[config.mk]
export PLATFORM = sky130hd
export DESIGN_NAME = wb_wr_buffer
export DESIGN_NICKNAME = d
export VERILOG_FILES = /design/src/rtl/wb_wr_buffer.sv
export SDC_FILE = /design/constraint.sdc
export NUM_CORES = 1
export LEC_CHECK = 0
export CAP_MARGIN = 20
export CORE_MARGIN = 5
export CORE_UTILIZATION = 53
export CTS_BUF_LIST = sky130_fd_sc_hd__clkbuf_4 sky130_fd_sc_hd__clkbuf_8 sky130_fd_sc_hd__clkbuf_16
export CTS_CLUSTER_SIZE = 12
export DETAILED_ROUTE_END_ITERATION = 8
export GPL_TIMING_DRIVEN = 0
export PLACE_DENSITY = 0.72
export SYNTH_ARGS = -nofsm -noshare
export SYNTH_HDL_FRONTEND = slang
export SYNTH_SLANG_ARGS = --single-unit
[constraint.sdc]
create_clock -name clk_i -period 6.6 [get_ports clk_i]
set_input_delay 1.32 -clock clk_i [delete_from_list [all_inputs] [get_ports clk_i]]
set_output_delay 1.32 -clock clk_i [all_outputs]
set_load 0.005 [all_outputs]
[src/rtl/wb_wr_buffer.sv]
// Posted-write buffer between a Wishbone write master and a stalling/acking slave.
// Upstream writes are acked locally, queued, and drained with a bounded outstanding count.
module wb_wr_buffer #(
    parameter int unsigned DEPTH           = 8,
    parameter int unsigned MAX_OUTSTANDING = 4,
    parameter int unsigned ADDR_W          = 32,
    parameter int unsigned DATA_W          = 32
) (
    input  logic                      clk_i,
    input  logic                      rst_ni,
    input  logic                      flush_i,
    input  logic [ADDR_W-1:0]         s_addr_i,
    input  logic [DATA_W-1:0]         s_data_i,
    input  logic [DATA_W/8-1:0]       s_sel_i,
    input  logic                      s_we_i,
    input  logic                      s_stb_i,
    output logic                      s_stall_o,
    output logic                      s_ack_o,
    output logic [ADDR_W-1:0]         m_addr_o,
    output logic [DATA_W-1:0]         m_data_o,
    output logic [DATA_W/8-1:0]       m_sel_o,
    output logic                      m_we_o,
    output logic                      m_stb_o,
    input  logic                      m_stall_i,
    input  logic                      m_ack_i,
    output logic [$clog2(DEPTH):0]    level_o,
    output logic                      idle_o,
    output logic                      err_o
);

    localparam int unsigned PW = $clog2(DEPTH);
    localparam int unsigned LW = PW + 1;
    localparam int unsigned SW = DATA_W / 8;

    logic [ADDR_W-1:0] addr_mem [DEPTH];
    logic [DATA_W-1:0] data_mem [DEPTH];
    logic [SW-1:0]     sel_mem  [DEPTH];

    logic [PW-1:0] wptr_q, wptr_d, rptr_q, rptr_d;
    logic [LW-1:0] level_q, level_d;
    logic [3:0]    outs_q, outs_d;
    logic          ack_q, err_q, err_d, idle_q;

    logic full, accept, push, stb, pop, ack_ok, spurious;

    always_comb begin
        full     = (level_q == LW'(DEPTH));
        accept   = s_stb_i & ~full;
        push     = accept & s_we_i & ~flush_i;
        // Flush suppresses the strobe, which also guarantees no pop that cycle.
        stb      = (level_q != '0) & (outs_q < 4'(MAX_OUTSTANDING)) & ~flush_i;
        pop      = stb & ~m_stall_i;
        ack_ok   = m_ack_i & ((outs_q != '0) | pop);
        spurious = m_ack_i & ~ack_ok;

        wptr_d  = wptr_q + PW'(push);
        rptr_d  = rptr_q + PW'(pop);
        level_d = level_q + LW'(push) - LW'(pop);
        if (flush_i) begin
            wptr_d  = '0;
            rptr_d  = '0;
            level_d = '0;
        end

        outs_d = outs_q + 4'(pop) - 4'(ack_ok);
        err_d  = err_q | (accept & ~s_we_i) | spurious;
    end

    always_ff @(posedge clk_i) begin
        if (!rst_ni) begin
            wptr_q  <= '0;
            rptr_q  <= '0;
            level_q <= '0;
            outs_q  <= '0;
            ack_q   <= 1'b0;
            err_q   <= 1'b0;
            idle_q  <= 1'b1;
        end else begin
            wptr_q  <= wptr_d;
            rptr_q  <= rptr_d;
            level_q <= level_d;
            outs_q  <= outs_d;
            ack_q   <= accept;
            err_q   <= err_d;
            idle_q  <= (level_d == '0) & (outs_d == '0);
        end
    end

    always_ff @(posedge clk_i) begin
        if (push) begin
            addr_mem[wptr_q] <= s_addr_i;
            data_mem[wptr_q] <= s_data_i;
            sel_mem[wptr_q]  <= s_sel_i;
        end
    end

    assign s_stall_o = full;
    assign s_ack_o   = ack_q;
    assign m_addr_o  = addr_mem[rptr_q];
    assign m_data_o  = data_mem[rptr_q];
    assign m_sel_o   = sel_mem[rptr_q];
    assign m_stb_o   = stb;
    assign m_we_o    = stb;
    assign level_o   = level_q;
    assign idle_o    = idle_q;
    assign err_o     = err_q;

endmodule

# After elaboration in Yosys (flattened, before gate mapping)
# Memories as Yosys holds them, arrays and structs flattened. A register that Yosys moved wholly into a read port is not among the register bits.
# Index checks and enable logic that the tools add are counted.
dict set report op_classes {
  bitwise_logic 19
  reduce_logical 5
  n_addsub 6
  eq_ne 1
  magnitude_cmp 1
  muxes 6
}
# cell n
set op_table {}
lappend op_table {{$and 1x1->1} 10}
lappend op_table {{$mux 3} 3}
lappend op_table {{$add 4x1->4} 2}
lappend op_table {{$logic_not 4->1} 2}
lappend op_table {{$reduce_bool 4->1} 2}
lappend op_table {{$sub 4x1->4} 2}
lappend op_table {{$add 3x1->3} 2}
lappend op_table {{$not 1->1} 6}
lappend op_table {{$eq 4x4->1 const B} 1}
lappend op_table {{$lt 4x3->1 const B} 1}
lappend op_table {{$mux 4} 1}
lappend op_table {{$or 1x1->1} 3}
lappend op_table {{$mux 1} 2}
lappend op_table {{$reduce_or 2->1} 1}
dict set report word_totals {
  in_bits 75
  mem_count 3
  output_inout_bits 78
  mem_bits_rw 544
  wordCells 48
  register_bits 17
}
# name words word_bits read_ports rd_clocked_by_memory_dff wr line_no
set memory_table {}
lappend memory_table {addr_mem 8 32 1 1 1 35} ;# logic [ADDR_W-1:0] addr_mem [DEPTH];
lappend memory_table {data_mem 8 32 1 1 1 36} ;# logic [DATA_W-1:0] data_mem [DEPTH];
lappend memory_table {sel_mem 8 4 1 1 1 37} ;# logic [SW-1:0] sel_mem [DEPTH];

# Depth between registers and ports, before layout
dict set report depth {
  word_depth 10
  ltp_mapped 14
  ltp_nobuf 14
}

# Worst setup path before layout
# Ideal clock, no wire load.
dict set report synth_timing {
  path_type {input to register}
  start {in flush_i}
  end {mem addr_mem[0][0], enable pin}
  path_stages 3
  path_slack_ps -409
  required_time_ps 6022
  path_buffers 0
  arrival_ps 6431
  setup_ps 578
  cell_sequence {nor3_1 > nand2b_1 > nor3_1}
}
dict set report synth_via {
  elab_chain_len 4
}
# element line_no
set synth_lines {}
lappend synth_lines {{from (decl)} 11} ;# input logic flush_i,
lappend synth_lines {{$not 1->1} 49} ;# push = accept & s_we_i & ~flush_i;
lappend synth_lines {{$and 1x1->1} 49}
lappend synth_lines {{$mux 1} 90} ;# if (push) begin
lappend synth_lines {{$mux 1 (implied by the code)} 91} ;# addr_mem[wptr_q] <= s_addr_i;
lappend synth_lines {{to (decl)} 35}
# No other way between the ends.

==> results by stage <==
Outcome:
- The flow ran to the end, and the final reports show no timing, DRC or antenna violations.

Clocking:
- The H-tree was split into 2 levels.
- TritonCTS built the clock tree.
- The number of buffers on the longest clock path is 3.
- The later pin in the worst-skew pair is clocked with a latency of 0.58 ns.
- Post-CTS timing repair inserted 0 buffers for setup.
- Gates resized during post-CTS repair numbered 0.
- The clock slew at the register clock pins of the worst setup and hold paths is 0.06 ns.
- The number of buffers created by CTS is 55.
- Buffers inserted to repair hold after CTS numbered 0.
- The clock root buffer is sky130_fd_sc_hd__clkbuf_16.
- The count of clock tree sinks is 561.

Worst setup path:
- The category of cells accounting for the largest share of critical-path delay is buffers and inverters.
- The master of the slowest instance on the critical path is sky130_fd_sc_hd__buf_1.
- The critical path launch point type is a register.
- In this run the worst path has a maximum fanout of 10.
- The capturing element type of the critical path is an output pin.
- The number of cells on the worst reg-to-reg path is 9.
- For the worst setup path, the data required time is 5.28 ns.
- The number of buffers and inverters on the critical path is 3.
- By startpoint and endpoint, the worst setup path is classified as reg -> out.
- Data arrives at the worst endpoint at 3.10 ns.
- In this run the critical register-to-register path is launched from level_o[2].
- The end of the worst register-to-register path is addr_mem[3][29].
- On the worst path, the slowest cell contributes a delay of 0.67 ns.
- In this run the register-to-register setup slack is 3.27 ns.
- The critical path goes through buf_2 > buf_1 > mux4_2 > mux2_2 > clkdlybuf4s50_1.

Timing:
- Across all hold checks on the routed design, the worst slack comes to 0.561 ns.
- The headroom to the max-slew limit is 34.3%.
- Timing would allow up to 226 MHz.
- The time the final worst path needs with I/O delays and setup is 4.42 ns.
- The count of final hold-check violations is 0.
- The setup slack after layout is 2.18 ns.
- In the finished design, the share of the clock period the worst path needs comes to 67.0%.
- For the pin with the worst max-slew slack, the measured transition is 0.985 ns.
- Setup repair after global routing left no endpoint under its margin.
- The total count of max-transition violations in the final report is 0.
- The setup clock skew after layout is 0.0262 ns.
- Setup violations remaining at the end of the flow were counted as 0.

Power and ir drop:
- The clock group share of total power is 40.2%.
- Internal power comes to 5760 uW.
- The share of total power in combinational logic is 4.3%.
- The maximum vdd ir drop is 197 uV.
- The power density over the cells is 274 mW/mm^2.
- Summed over all nets, the switching power comes to 1360 uW.
- The standby leakage power is 0.00823 uW.
- The proportion of power drawn by flip-flops and latches is 55.5%.
- The fraction of power spent switching nets is 19.1%.

Detailed routing:
- For this run, design rule violations remaining after detail routing come to 0.
- The pre-antenna-repair detailed-routing pass consisted of 5 iterations.
- Wires add up to 43000 um.
- In the final routed layout, each cell accounts on average for 25.5 um.
- The via count is 9781.
- The remaining antenna violation count is 0.
- In this run, the number of DRC markers left after iteration 0 of detailed routing was 784.
- The vias per cell is 5.79.

Synth:
- The combinational family with the most area after synthesis is multiplexers.
- Synthesis handed over a netlist of 896 instances.
- The count of different cell masters after synthesis is 33.
- The sequential-to-total area share from yosys stat is 77.6%.
- After Yosys synthesis, and, or, nand and nor cells account for 1.04% of the synthesized area.
- After synthesis, the share of cell area in mux cells is 18.5%.
- Averaged over all synthesized cells, the footprint is 24.0 um^2.
- The area of the mapped netlist is 0.0215 mm^2.
- Summing the areas of all fa, ha and maj instances in the mapped netlist gives 1.06% of the synthesized area.
- The total nets after synthesis is 988.
- The warning count from the yosys run is 0.
- Of the total synthesized cell area, the portion taken by XOR and XNOR cells is 0.204%.
- The share of the synthesized area in compound gates (AO/OA/AOI/OAI) is 0.303%.
- The number of register bits inferred by synthesis is 561.

Min path:
- The beginning of the worst hold path is err_o.
- The worst hold path was traced through 2 stages.
- The worst hold path terminates at err_o.
- The type of the tightest min-delay check is reg -> reg.

Placement:
- Before CTS, the worst setup slack after placement is 2.16 ns.
- Routability-driven placement finished with a final weighted congestion of 0.681.
- Buffers placed on the I/O ports in this run total 152.
- After detailed placement, the total cell area comes to 0.0243 mm^2.
- The HPWL after detailed placement is 26300 um.

Die:
- From left edge to right edge, the die measures 211 um.
- The starting density of the core is 53.9%.
- The core box area is 0.0399 mm^2.
- The number of standard-cell rows in the floorplan is 73.
- During I/O placement, the number of pins put on the boundary was 153.
- In this run the vertical extent of the chip is 211 um.
- The die area is 0.0447 mm^2.

Global route:
- The first global-routing pass estimated 65600 um of wire.
- Summed over all layers, the global routing overflow is 0.
- The maximum number of pins on one net before global-route repair is 25.
- Global routing used 19.6% of the available tracks.
- The initial antenna violation count is 3.
- The via count of the first global-routing pass is 10489.

Final layout:
- The share of layout cells above drive strength 1 is 29.9%.
- The area growth from synthesis to layout is 20.8%.
- Once layout is done, the placed cells without fillers occupy 0.0260 mm^2.
- The filler cells instantiated in the layout total 2507.
- For this run, the post-layout net count is 1223.

Flow run:
- The max capacitance violation total is 0.
## power groups by stage
stage	clock (uW)	combinational [uW]	sequential, uW
after detailed placement	0	306	4020
after floorplan	0	137	4020
after global placement	0	286	4030
after global routing	3070	337	3950
after CTS	2920	309	3950
final	2860	304	3950
## worst register-to-register path, cell delays in order (launching register included)
cell                      delay [ns]
sky130_fd_sc_hd__dfxtp_1        0.36
sky130_fd_sc_hd__inv_1          0.09
sky130_fd_sc_hd__ha_1           0.20
sky130_fd_sc_hd__nand2_1        0.11
sky130_fd_sc_hd__inv_2          0.05
sky130_fd_sc_hd__nor3_1         0.47
sky130_fd_sc_hd__nand2_1        0.38
sky130_fd_sc_hd__nor2_4         0.82
sky130_fd_sc_hd__buf_12         0.31
sky130_fd_sc_hd__buf_12         0.24
## per-stage QoR
| step | util (%) | std cells | setup TNS (ns) | total power, uW |
|---|---|---|---|---|
| final | 65.1 | 1688 | 0 | 7120 |
| after floorplan | - | 896 | 0 | 4160 |
| after detailed placement | 61.0 | 1599 | 0 | 4330 |
| after global routing | 65.1 | 1686 | 0 | 7360 |
| after global placement | 59.4 | 1573 | -1151.18 | 4310 |
| after CTS | 65.1 | 1686 | 0 | 7170 |
## area by class of cell
type,instances,area (um^2),area share (%)
Antenna cell,2,5.00,0.0193
Buffer,39,218,0.838
Clock buffer,78,1590,6.10
Clock inverter,9,55.1,0.212
Inverter,16,60.1,0.231
Multi-Input combinational cell,280,4620,17.8
Sequential cell,561,16700,64.2
Tap cell,525,657,2.53
Timing Repair Buffer,178,2100,8.09
## worst max-delay path by stage
stage	slack [ns]	startpoint	end	cells past startpoint
global route	2.08	rptr_q[1]	m_addr_o[3]	5
finish	2.18	rptr_q[1]	m_addr_o[15]	5
floorplan	1.41	flush_i	addr_mem[6][0]	3
detailed placement	2.16	s_stb_i	addr_mem[3][28]	7
global placement	-2.33	s_stb_i	addr_mem[3][28]	5
CTS	2.13	rptr_q[1]	m_addr_o[26]	6
## cell usage in the layout (no fill, tap or decap), types with 13 or more instances in the layout
cell type	netlist	routed
sky130_fd_sc_hd__buf_12	0	13
sky130_fd_sc_hd__buf_2	18	18
sky130_fd_sc_hd__clkbuf_1	13	13
sky130_fd_sc_hd__clkbuf_16	0	56
sky130_fd_sc_hd__ha_1	15	15
sky130_fd_sc_hd__clkdlybuf4s50_1	0	152
sky130_fd_sc_hd__mux2_4	40	40
sky130_fd_sc_hd__mux4_2	136	136
sky130_fd_sc_hd__edfxtp_1	544	544
sky130_fd_sc_hd__inv_1	15	15
sky130_fd_sc_hd__dfxtp_1	17	17
sky130_fd_sc_hd__clkbuf_4	0	19
sky130_fd_sc_hd__mux2_2	28	28
## synthesized netlist by cell type (all sizes together)
library cell,count,area share [%]
edfxtp,544,76
mux4,136,14
mux2,68,4.3
buf,26,0.79
dfxtp,17,1.6
inv,16,0.28
ha,15,0.87
clkbuf,13,0.23
nor2,13,0.23
and2,9,0.26
nand2b,6,0.17
nand2,5,0.087
xnor2,4,0.16
a21o,3,0.10
a21oi,3,0.070
nor3,3,0.070
a31oi,2,0.058
fa,2,0.19
nor2b,2,0.058
a211oi,1,0.035
a21boi,1,0.035
and3,1,0.029
mux2i,1,0.047
nand4,1,0.029
nor3b,1,0.035
or3,1,0.029
or3b,1,0.041
xor2,1,0.041
## per-layer routing
metal  part of all wire [%]  GRT usage (%)  vias to the layer above
met4                    1.4           3.69                        4
met2                     51           32.4                      318
met3                    6.7           4.10                       58
met5                  0.060              0                        -
li1                       -              -                     4238
met1                     41           27.8                     5163
## sequential cells by signal, indices dropped and copies added, names as in the netlist, 3 cells and up
signal / count
addr_mem: 256
data_mem: 256
sel_mem: 32
level_o: 4
outs_q: 4
rptr_q: 3
wptr_q: 3
## cell families after synthesis
family,after synthesis
multiplexers,205
buffers and inverters,55
flip-flops,561
adder cells (fa/ha/maj),17
XOR/XNOR,5
AO/OA/AOI/OAI,10
AND/OR/NAND/NOR,43
No activity file was read; power rests on OpenSTA's default activity.
